**src/rtl/exec_cdb_if.sv**
```systemverilog
// Issue / release / CDB bundle between the RS, the execute stage and the ROB.
// The master side is the dispatch logic; the slave side is exec_cdb_unit.
interface exec_cdb_if #(
  parameter int DATA_W = 8
);
  logic              iss_valid;
  logic              iss_ready;
  logic [3:0]        iss_func;
  logic [1:0]        iss_rsindex;
  logic [DATA_W-1:0] iss_rs1data;
  logic [DATA_W-1:0] iss_rs2data;
  logic [2:0]        iss_rob_ind;
  logic [3:0]        iss_rd;
  logic              rs_free_valid;
  logic              rs_free_unit;
  logic [1:0]        rs_free_index;
  logic              add_busy;
  logic              mul_busy;
  logic              cdb_valid;
  logic [2:0]        cdb_rob_ind;
  logic [3:0]        cdb_rd;
  logic [DATA_W-1:0] cdb_data;
  logic              cdb_exc;

  modport master (
    output iss_valid, iss_func, iss_rsindex,
    output iss_rs1data, iss_rs2data,
    output iss_rob_ind, iss_rd,
    input  iss_ready,
    input  rs_free_valid, rs_free_unit, rs_free_index,
    input  add_busy, mul_busy,
    input  cdb_valid, cdb_rob_ind, cdb_rd,
    input  cdb_data, cdb_exc
  );

  modport slave (
    input  iss_valid, iss_func, iss_rsindex,
    input  iss_rs1data, iss_rs2data,
    input  iss_rob_ind, iss_rd,
    output iss_ready,
    output rs_free_valid, rs_free_unit, rs_free_index,
    output add_busy, mul_busy,
    output cdb_valid, cdb_rob_ind, cdb_rd,
    output cdb_data, cdb_exc
  );
endinterface

```
**src/rtl/exec_cdb_unit.sv**
```systemverilog
// Execute stage: add/branch unit and iterative mul/div unit sharing one CDB.
// Each unit is IDLE -> EXEC -> DONE -> IDLE; mul wins the CDB on a tie.
module exec_cdb_unit #(
  parameter int DATA_W  = 8,
  parameter int ADD_LAT = 1,
  parameter int MUL_LAT = 3,
  parameter int DIV_LAT = 6
) (
  input logic       clk1,
  input logic       rst,
  input logic       flush,
  exec_cdb_if.slave io
);

  typedef enum logic [1:0] {
    IDLE,
    EXEC,
    DONE
  } st_t;

  typedef logic [DATA_W-1:0] word_t;

  localparam int ML1 = (MUL_LAT > ADD_LAT) ? MUL_LAT : ADD_LAT;
  localparam int MAXL = (DIV_LAT > ML1) ? DIV_LAT : ML1;
  localparam int CW = $clog2(MAXL + 1);

  st_t           a_st, m_st;
  logic [CW-1:0] a_cnt, m_cnt;
  logic          a_cmp, a_inv;
  logic          m_div, m_exc;
  word_t         a_op1, a_op2, a_res, a_res_n;
  word_t         m_op1, m_op2, m_res, m_res_n;
  logic          m_exc_n;
  logic [2:0]    a_rob, m_rob;
  logic [3:0]    a_rd, m_rd;

  logic is_add, is_mul;
  logic g_add, g_mul;
  logic add_rdy, mul_rdy;
  logic acc_add, acc_mul;

  logic          cdb_valid, cdb_exc;
  logic [2:0]    cdb_rob;
  logic [3:0]    cdb_rd;
  word_t         cdb_data;
  logic          rsf_valid, rsf_unit;
  logic [1:0]    rsf_index;

  always_comb begin
    is_add = 1'b0;
    is_mul = 1'b0;
    case (io.iss_func)
      4'b0000, 4'b0001,
      4'b0110, 4'b0111: is_add = 1'b1;
      4'b0010, 4'b0011: is_mul = 1'b1;
      default: ;
    endcase
  end

  // A unit granted this cycle frees up at the same edge
  assign g_mul = (m_st == DONE) && !flush;
  assign g_add = (a_st == DONE) && !flush && !g_mul;

  assign add_rdy = !rst && !flush
                 && ((a_st == IDLE) || g_add);
  assign mul_rdy = !rst && !flush
                 && ((m_st == IDLE) || g_mul);

  assign io.iss_ready = (is_add && add_rdy)
                     || (is_mul && mul_rdy);
  assign acc_add = io.iss_valid && is_add && add_rdy;
  assign acc_mul = io.iss_valid && is_mul && mul_rdy;

  always_comb begin
    a_res_n = a_op1 + a_op2;
    if (a_cmp) begin
      a_res_n = '0;
      a_res_n[0] = (a_op1 == a_op2) ^ a_inv;
    end else if (a_inv) begin
      a_res_n = a_op1 - a_op2;
    end
  end

  always_comb begin
    m_res_n = m_op1 * m_op2;
    m_exc_n = 1'b0;
    if (m_div) begin
      if (m_op2 == '0) begin
        m_res_n = '1;
        m_exc_n = 1'b1;
      end else begin
        m_res_n = m_op1 / m_op2;
      end
    end
  end

  always_ff @(posedge clk1) begin
    if (rst) begin
      a_st  <= IDLE;
      a_cnt <= '0;
      a_cmp <= 1'b0;
      a_inv <= 1'b0;
      a_op1 <= '0;
      a_op2 <= '0;
      a_res <= '0;
      a_rob <= '0;
      a_rd  <= '0;
    end else if (flush) begin
      a_st <= IDLE;
    end else if (acc_add) begin
      a_st  <= EXEC;
      a_cnt <= CW'(ADD_LAT);
      a_cmp <= io.iss_func[2];
      a_inv <= io.iss_func[0];
      a_op1 <= io.iss_rs1data;
      a_op2 <= io.iss_rs2data;
      a_rob <= io.iss_rob_ind;
      a_rd  <= io.iss_rd;
    end else begin
      unique case (a_st)
        EXEC: begin
          if (a_cnt == CW'(1)) begin
            a_res <= a_res_n;
            a_st  <= DONE;
          end else begin
            a_cnt <= a_cnt - CW'(1);
          end
        end
        DONE: if (g_add) a_st <= IDLE;
        default: ;
      endcase
    end
  end

  always_ff @(posedge clk1) begin
    if (rst) begin
      m_st  <= IDLE;
      m_cnt <= '0;
      m_div <= 1'b0;
      m_exc <= 1'b0;
      m_op1 <= '0;
      m_op2 <= '0;
      m_res <= '0;
      m_rob <= '0;
      m_rd  <= '0;
    end else if (flush) begin
      m_st <= IDLE;
    end else if (acc_mul) begin
      m_st  <= EXEC;
      m_cnt <= io.iss_func[0] ? CW'(DIV_LAT)
                              : CW'(MUL_LAT);
      m_div <= io.iss_func[0];
      m_op1 <= io.iss_rs1data;
      m_op2 <= io.iss_rs2data;
      m_rob <= io.iss_rob_ind;
      m_rd  <= io.iss_rd;
    end else begin
      unique case (m_st)
        EXEC: begin
          if (m_cnt == CW'(1)) begin
            m_res <= m_res_n;
            m_exc <= m_exc_n;
            m_st  <= DONE;
          end else begin
            m_cnt <= m_cnt - CW'(1);
          end
        end
        DONE: if (g_mul) m_st <= IDLE;
        default: ;
      endcase
    end
  end

  always_ff @(posedge clk1) begin
    if (rst) begin
      cdb_valid <= 1'b0;
      cdb_rob   <= '0;
      cdb_rd    <= '0;
      cdb_data  <= '0;
      cdb_exc   <= 1'b0;
    end else begin
      cdb_valid <= g_mul || g_add;
      unique case (1'b1)
        g_mul: begin
          cdb_rob  <= m_rob;
          cdb_rd   <= m_rd;
          cdb_data <= m_res;
          cdb_exc  <= m_exc;
        end
        g_add: begin
          cdb_rob  <= a_rob;
          cdb_rd   <= a_rd;
          cdb_data <= a_res;
          cdb_exc  <= 1'b0;
        end
        default: ;
      endcase
    end
  end

  always_ff @(posedge clk1) begin
    if (rst) begin
      rsf_valid <= 1'b0;
      rsf_unit  <= 1'b0;
      rsf_index <= '0;
    end else begin
      rsf_valid <= acc_add || acc_mul;
      if (acc_add || acc_mul) begin
        rsf_unit  <= acc_mul;
        rsf_index <= io.iss_rsindex;
      end
    end
  end

  assign io.rs_free_valid = rsf_valid;
  assign io.rs_free_unit  = rsf_unit;
  assign io.rs_free_index = rsf_index;
  assign io.add_busy      = (a_st != IDLE);
  assign io.mul_busy      = (m_st != IDLE);
  assign io.cdb_valid     = cdb_valid;
  assign io.cdb_rob_ind   = cdb_rob;
  assign io.cdb_rd        = cdb_rd;
  assign io.cdb_data      = cdb_data;
  assign io.cdb_exc       = cdb_exc;

endmodule

```
**src/flat_wrapper.sv**
```systemverilog
// flat-port wrapper written by rule: the top's interface ports become plain ports
module exec_cdb_unit_flat 
#(
  parameter int DATA_W  = 8,
  parameter int ADD_LAT = 1,
  parameter int MUL_LAT = 3,
  parameter int DIV_LAT = 6
)
  (clk1, rst, flush, io_iss_valid, io_iss_func, io_iss_rsindex, io_iss_rs1data, io_iss_rs2data, io_iss_rob_ind, io_iss_rd, io_iss_ready, io_rs_free_valid, io_rs_free_unit, io_rs_free_index, io_add_busy, io_mul_busy, io_cdb_valid, io_cdb_rob_ind, io_cdb_rd, io_cdb_data, io_cdb_exc);
  exec_cdb_if #(.DATA_W(DATA_W)) io_i ();
  input logic clk1;
  input logic rst;
  input logic flush;
  input wire logic [$bits(io_i.iss_valid)-1:0] io_iss_valid;
  input wire logic [$bits(io_i.iss_func)-1:0] io_iss_func;
  input wire logic [$bits(io_i.iss_rsindex)-1:0] io_iss_rsindex;
  input wire logic [$bits(io_i.iss_rs1data)-1:0] io_iss_rs1data;
  input wire logic [$bits(io_i.iss_rs2data)-1:0] io_iss_rs2data;
  input wire logic [$bits(io_i.iss_rob_ind)-1:0] io_iss_rob_ind;
  input wire logic [$bits(io_i.iss_rd)-1:0] io_iss_rd;
  output wire logic [$bits(io_i.iss_ready)-1:0] io_iss_ready;
  output wire logic [$bits(io_i.rs_free_valid)-1:0] io_rs_free_valid;
  output wire logic [$bits(io_i.rs_free_unit)-1:0] io_rs_free_unit;
  output wire logic [$bits(io_i.rs_free_index)-1:0] io_rs_free_index;
  output wire logic [$bits(io_i.add_busy)-1:0] io_add_busy;
  output wire logic [$bits(io_i.mul_busy)-1:0] io_mul_busy;
  output wire logic [$bits(io_i.cdb_valid)-1:0] io_cdb_valid;
  output wire logic [$bits(io_i.cdb_rob_ind)-1:0] io_cdb_rob_ind;
  output wire logic [$bits(io_i.cdb_rd)-1:0] io_cdb_rd;
  output wire logic [$bits(io_i.cdb_data)-1:0] io_cdb_data;
  output wire logic [$bits(io_i.cdb_exc)-1:0] io_cdb_exc;
  assign io_i.iss_valid = io_iss_valid;
  assign io_i.iss_func = io_iss_func;
  assign io_i.iss_rsindex = io_iss_rsindex;
  assign io_i.iss_rs1data = io_iss_rs1data;
  assign io_i.iss_rs2data = io_iss_rs2data;
  assign io_i.iss_rob_ind = io_iss_rob_ind;
  assign io_i.iss_rd = io_iss_rd;
  assign io_iss_ready = io_i.iss_ready;
  assign io_rs_free_valid = io_i.rs_free_valid;
  assign io_rs_free_unit = io_i.rs_free_unit;
  assign io_rs_free_index = io_i.rs_free_index;
  assign io_add_busy = io_i.add_busy;
  assign io_mul_busy = io_i.mul_busy;
  assign io_cdb_valid = io_i.cdb_valid;
  assign io_cdb_rob_ind = io_i.cdb_rob_ind;
  assign io_cdb_rd = io_i.cdb_rd;
  assign io_cdb_data = io_i.cdb_data;
  assign io_cdb_exc = io_i.cdb_exc;
  exec_cdb_unit #(.DATA_W(DATA_W), .ADD_LAT(ADD_LAT), .MUL_LAT(MUL_LAT), .DIV_LAT(DIV_LAT)) u_core (.clk1(clk1), .rst(rst), .flush(flush), .io(io_i));
endmodule
```
**config.mk**
```make
export PLATFORM = sky130hd
export DESIGN_NAME = exec_cdb_unit_flat
export DESIGN_NICKNAME = d
export VERILOG_FILES = /design/src/rtl/exec_cdb_if.sv /design/src/rtl/exec_cdb_unit.sv /design/src/flat_wrapper.sv
export SDC_FILE = /design/constraint.sdc
export NUM_CORES = 1
export LEC_CHECK = 0
export ABC_AREA = 1
export BUFFER_PORTS_ARGS = -buffer_cell sky130_fd_sc_hd__buf_2
export CAP_MARGIN = 20
export CORE_ASPECT_RATIO = 2
export CORE_UTILIZATION = 45
export DETAILED_ROUTE_END_ITERATION = 8
export PLACE_DENSITY_LB_ADDON = 0.1
export RECOVER_POWER = 100
export SETUP_SLACK_MARGIN = 0.15
export SYNTH_ARGS = -nofsm -noshare
export SYNTH_HDL_FRONTEND = slang
export SYNTH_SLANG_ARGS = --single-unit
export TNS_END_PERCENT = 10
```
**constraint.sdc**
```tcl
create_clock -name clk1 -period 20.3 [get_ports clk1]
set_clock_uncertainty 0.05 [all_clocks]
set_input_delay 4.06 -clock clk1 [delete_from_list [all_inputs] [get_ports clk1]]
set_output_delay 4.06 -clock clk1 [all_outputs]
set_load 0.01 [all_outputs]
```
==> impl_metrics.toml, run 1 <==
[placement]
dp.cells = 1260
numPortBuffers = 56
dp_hpwl_mm = 16.66
pre_cts_slack_ns = 10.29
place_area_sq_um = 7639
gp_congestion = 1.024

[sta]
fmaxAchievable_ghz = 0.08344
hold_violations = 0
fin_tns_setup_ns = 0
tightest_slew_ns = 1.903
finalCriticalPeriod_ns = 11.98
drv_slew = 185
rsz0062_at_grt = "false"
fin_ws_ns = 8.316
maxSlewHeadroom_pct = -26.86
period_share_pct = 59.03
setup_violations = 0

[routing]
drtPass1Iterations = 4
vias = 6730
antenna_left = 0
initialDrtViolationCount = 259
drc_errors = 0
wl_mm = 21.01
post_drt_wl_per_cell_um = 16.46
vias_per_cell = 5.274

[synthesis]
synth_common_cells = "223 x nand2_1, 137 x inv_1, 104 x a21oi_1"
syn-cell-area_sq_um = 7268
syn_nets = 1168
yosysWarningCount = 0
synth_edf_count = 0
synthXorXnorAreaFrac_pct = 3.495
synth_most_common_cell = "nand2_1"
yosysSeqAreaShare_pct = 26.72
yosysTopAreaCell = "dfxtp_1"
ys_top_cells_by_area = "dfxtp_1 27%, ha_1 14%, nand2_1 12%, a21oi_1 7.2%, o21ai_0 7.1%"
synth_seq_cells = 97
synth.area.mux_share_pct = 0.4132
synth_top_family_by_area = "simple AND/OR/NAND/NOR gates"
synth_compound_area_share_pct = 16.96
async_flop_share_pct = 0
synth.top_cell.area_share_pct = 26.72
postSynthAreaPerCell_sq_um = 6.995
synth_cells = 1039
synthFlopType = "dfxtp_1"
synth-adder-area-share_pct = 17.97
synthSimpleGateAreaFrac_pct = 24.34
synthDistinctLibCells = 47

[setup_path]
slowest_stage = "inv_1"
ff2ff_path_depth = 63
reg2reg_slack_ns = 10.18
path_delay_family = "buffers and inverters"
startpoint_type = "primary input"
crit_start = "rst"
r2r-end = "u_core.m_res[0]"
cpMostUsedCell = "nand2_1"
worstSetupEndpoint = "io_iss_ready"
cp_cell_sequence = "buf_2 -> clkbuf_1 -> inv_1 -> nand2_1 -> nor3_1 -> nand2_1 -> nand2_1 -> clkbuf_1"
cp.depth = 8
path_buf_inv = 4
regToRegStartpoint = "u_core.m_op2[0]"
path_class = "in2out"
crit_arrival_ns = 7.87
worstPathMaxFanout = 57
cp-end-kind = "output pin"
cpPeakStageDelay_ns = 1.41
worstPathRequired_ns = 16.19

[cts]
cts_buffer_depth = 2
cts_made_buffers = 9
cts-root-buf = "clkbuf_16"
ctsResizeCount = 0
clkTransAtPathRegs_ns = 0.07
cts_tree = "yes"
clk_latency_ns = 0.34
cts_num_sinks = 97
postCtsHoldBufs = 0
post_cts_buffers = 0
htreeDepth = 3

[floorplan]
io_pins = 57
die_w_um = 91.87
core_area_sq_um = 15780
die_h_um = 181.7
dieArea_sq_um = 16690
num_rows = 65
start_util_pct = 46.07

[cells_and_area]
layoutNonFillerInstCount = 1276
stdcell_area_sq_um = 7818
syn_to_final_growth_pct = 7.557
n_antenna_cell = 0
nNetsFinal = 1199
fill_cells = 1700
drive_above_1_share_pct = 6.698

[grt]
grt_pass1_vias = 6676
antenna_found_initial = 0
grt_pass1_wl_mm = 33.28
grt_max_degree = 58
grtUsageTotal_pct = 25.87
gr-total-overflow = 0

[power_and_ir_drop]
p_per_area_nw_per_um2 = 134.4
peakVddDrop_mv = 0.1169
p_leak_uw = 0.003778

[outcome]
violations = "max-capacitance violations, max-slew violations"
status = "complete, but fails checks"

[min_path]
hold_class = "reg2reg"

[flow_run]
maxCapViolations = 4
==> kinds of logic (layout without fill, tap and decap cells) <==
family	Yosys count	in the layout
mux	3	3
fa+ha+maj	96	96
simple gates	396	396
buf+inv	186	222
flops	97	97
compound gates	232	232
xor+xnor	29	29
==> sequential cells by signal, indices dropped and copies added, names as in the netlist, 2 cells and up <==
name	flops
u_core.a_op1	8
u_core.a_op2	8
u_core.a_res	8
u_core.io.cdb_data	8
u_core.m_op1	8
u_core.m_op2	8
u_core.m_res	8
u_core.a_rd	4
u_core.io.cdb_rd	4
u_core.m_rd	4
u_core.a_cnt	3
u_core.a_rob	3
u_core.io.cdb_rob_ind	3
u_core.m_cnt	3
u_core.m_rob	3
u_core.a_st	2
u_core.io.rs_free_index	2
u_core.m_st	2
==> how the worst min path moves through the flow <==
stage | end | cells after the start | start
after CTS | u_core.a_rob[2] | 2 | u_core.a_rob[2]
after detailed placement | u_core.a_rob[2] | 2 | u_core.a_rob[2]
after floorplan | u_core.m_rob[2] | 2 | u_core.m_rob[2]
after global routing | u_core.a_rob[0] | 2 | u_core.a_rob[0]
after global placement | u_core.a_rob[2] | 2 | u_core.a_rob[2]
final | u_core.m_rob[2] | 2 | u_core.m_rob[2]
==> cell type report <==
cell class                 count  area (sq um)  area share (%)
clock buffer                  11         252.7           3.233
multi-input combinational    756          4496           57.51
inverter                     148         558.0           7.138
tap                          201         251.5           3.217
sequential                    97          1942           24.84
clock inverter                 5         61.31          0.7843
timing repair buffer          58         256.5           3.281
==> cells in the final DEF (no fill, tap or decap), types with 2 or more instances in the layout <==
master / count
nand2_1: 225
inv_1: 142
o21ai_0: 108
a21oi_1: 105
dfxtp_1: 97
ha_1: 82
nor2_1: 68
nand3_1: 59
buf_2: 31
clkbuf_1: 27
xor2_1: 16
fa_1: 14
xnor2_1: 13
nand4_1: 10
clkbuf_16: 9
nor3_1: 7
or2_2: 6
nand2_2: 5
and2_1: 5
o21ai_2: 4
o211ai_1: 4
nor2_4: 3
o21bai_1: 3
inv_2: 3
mux2i_1: 3
o21a_1: 2
clkinv_1: 2
a31oi_1: 2
clkinv_4: 2
clkbuf_8: 2
==> report_power, final <==
group | internal [uW] | switching, uW | total, uW
registers | 192 | 2.28 | 194
logic | 270 | 408 | 678
clock network | 103 | 75.3 | 178
total | 565 | 486 | 1050
==> tightest hold or removal path: stages (launching register included) <==
cell and delay (ns):
dfxtp_1 0.30, inv_1 0.06, a21oi_1 0.06
==> routing by layer <==
layer	track usage, %	wire length [um]
met1	25.62	7613
met2	50.99	11710
met3	2.094	563
met4	14.63	1120
met5	0	0
==> per-stage QoR <==
step / hold WS, ns / utilization [%] / power [uW]
6_report: 0.4130 / 49.55 / 1051
2_1_floorplan: 0.3797 / - / 738.2
3_3_place_gp: 0.4008 / 48.41 / 876.9
4_1_cts: 0.4135 / 50.40 / 1058
3_5_place_dp: 0.4025 / 48.41 / 876.6
5_1_grt: 0.4306 / 49.55 / 1159
Power figures use the tool's default switching activity.
==> run 2: changes to the inputs <==
ABC_AREA = 0   (was 1)
clock period = 11.68 ns   (was 20.3 ns; I/O delays follow)
==> run 2 against run 1 <==
  * The run still ends with max-capacitance violations, max-slew violations left
  * Non-clock buffer count increased by 10
  * Via count decreased by 6.8%
  * Sequential cell count unchanged
  * First-iteration DRC count decreased by 23%
  * Clock power increased by 65%
  * Sequential power increased by 73%
  * Combinational power decreased by 33%
  * Design area decreased by 0.72%
  * Setup slack got worse by 7.4 ns
  * Cell count decreased by 11%
  * Area after synthesis decreased by 2.8%
  * Register-to-register slack got worse by 9.2 ns
  * Critical endpoint is now u_core.m_res[0]
==> impl_metrics.toml, run 2 <==
[synthesis]
synthFlopType = "dfxtp_1"
syn_nets = 1021
syn-cell-area_sq_um = 7062
synthDistinctLibCells = 70
yosysWarningCount = 0
synth_edf_count = 0
ys_top_cells_by_area = "dfxtp_1 27%, ha_1 15%, nand2_1 8.1%, a21oi_1 6.7%, fa_1 4.0%"
synth_cells = 892
synth_common_cells = "153 x nand2_1, 97 x dfxtp_1, 95 x a21oi_1"
synth.top_cell.area_share_pct = 27.50
yosysSeqAreaShare_pct = 27.50
synth_seq_cells = 97
yosysTopAreaCell = "dfxtp_1"
async_flop_share_pct = 0
postSynthAreaPerCell_sq_um = 7.917
synth_most_common_cell = "nand2_1"

[sta]
whs_ns = 0.4052
fmaxAchievable_ghz = 0.09318
rsz0062_at_grt = "false"
drv_slew = 99
hold_violations = 0
tightest_slew_ns = 1.803
finalCriticalPeriod_ns = 10.73
setup_violations = 0
maxSlewHeadroom_pct = -20.23
period_share_pct = 91.89
fin_tns_setup_ns = 0

[setup_path]
worstPathRequired_ns = 11.79
cpPeakStageDelay_ns = 0.44
path_class = "reg2reg"
worstPathMaxFanout = 11
cpMostUsedCell = "ha_1"
slowest_stage = "or3b_4"
startpoint_type = "flop"
cp-end-kind = "flop"
crit_arrival_ns = 10.84

[floorplan]
start_util_pct = 46.17
die_w_um = 90.58
io_pins = 57
core_area_sq_um = 15290
dieArea_sq_um = 16230
die_h_um = 179.2
num_rows = 64

[routing]
antenna_left = 0
vias_per_cell = 5.526
post_drt_wl_per_cell_um = 17.42
vias = 6272
drtPass1Iterations = 5
drc_errors = 0
initialDrtViolationCount = 199
wl_mm = 19.77

[cts]
clkTransAtPathRegs_ns = 0.08
cts-root-buf = "clkbuf_16"
cts_made_buffers = 9
cts_buffer_depth = 2
clk_latency_ns = 0.35
cts_num_sinks = 97
htreeDepth = 3
postCtsHoldBufs = 0
cts_tree = "yes"

[cells_and_area]
syn_to_final_growth_pct = 9.904
fin_util_pct = 50.74
nNetsFinal = 1061
fill_cells = 1600
layout_common_cells = "153 x nand2_1, 97 x dfxtp_1, 95 x a21oi_1, 82 x ha_1, 68 x nor2_1"
layoutNonFillerInstCount = 1135
n_antenna_cell = 0
final_common_cell = "nand2_1"
drive_above_1_share_pct = 8.965

[placement]
dp.cells = 1118
gp_congestion = 0.9242
numPortBuffers = 56
dp_hpwl_mm = 15.49

[power_and_ir_drop]
p_leak_uw = 0.003088
p_per_area_nw_per_um2 = 139.0
peakVddDrop_mv = 0.1054

[grt]
antenna_found_initial = 0
grt_pass1_wl_mm = 32.09
gr-total-overflow = 0
grt_pass1_vias = 6329
grtUsageTotal_pct = 25.51
grt_max_degree = 45

[outcome]
status = "complete, but fails checks"
violations = "max-capacitance violations, max-slew violations"

[flow_run]
maxCapViolations = 3

[min_path]
hold_class = "reg2reg"
[run 2: final timing paths]
kind                    from         endpoint  slack [ns]  depth (start not counted)
max          u_core.m_op2[0]  u_core.m_res[0]        0.95                         45
min           u_core.m_rd[3]   u_core.m_rd[3]        0.41                          2
max reg2reg  u_core.m_op2[0]  u_core.m_res[0]        0.95                         45
min reg2reg   u_core.m_rd[3]   u_core.m_rd[3]        0.41                          2
[run 2: what timing repair did]
| action | 4_1_cts | 5_1_grt |
|---|---|---|
| buffers inserted | 0 | 0 |
| gates resized for setup | 0 | 1 |
| setup endpoints to repair | 0 | 1 |
[run 2: cells by family (layout without fill, tap and decap cells)]
kind of cell               after synthesis  in the layout  synth area share, %
adders and majority gates               96             96                18.50
AOI/OAI and AO/OA                      200            200                17.17
muxes                                   32             32                4.908
xor gates and xnor gates                37             37                4.589
and+or+nand+nor                        324            324                21.39
DFF                                     97             97                27.50
buffers and inverters                  106            151                5.953
[run 2: metrics by stage]
step	cell area [sq um]	total power, uW	worst slack, ns
finish	7761	1079	0.9477
detailed placement	7521	788.5	1.070
floorplan	7062	705.3	1.935
global placement	7521	788.3	1.357
global route	7761	1155	0.1682
CTS	7823	1086	1.004
[run 2: layout make-up]
cell class / count / area, sq um / area share [%]
clock buffer: 10 / 239.0 / 3.079
clock inverter: 6 / 62.56 / 0.8061
inverter: 67 / 251.5 / 3.240
multi-input combinational: 689 / 4698 / 60.54
sequential: 97 / 1942 / 25.02
tap: 198 / 247.7 / 3.192
timing repair buffer: 68 / 320.3 / 4.127
[run 2: critical path: cells and delay by family (launching register included)]
kind / cells / cell delay, ns
AND/OR/NAND/NOR: 10 / 1.70
AO/OA/AOI/OAI: 20 / 4.19
flip-flops: 1 / 0.33
multiplexers: 3 / 1.05
buffers and inverters: 4 / 0.72
adder cells (fa/ha/maj): 8 / 2.51
[run 2: layer usage]
metal	share of wire (%)	GRT usage, %	up-vias	routed length, um
met2	55	48.74	132	10820
met4	6.5	18.75	0	1281
met3	2.5	2.332	63	489
met1	36	25.26	2957	7181
met5	0	0	-	0
li1	-	-	3120	-
[run 2: where the power goes]
part           switching [uW]  leakage (uW)  internal [uW]  total (uW)
registers                2.72      0.000782            333         336
logic                     231       0.00216            219         451
clock network             137      0.000148            155         293
total                     371       0.00309            708        1080
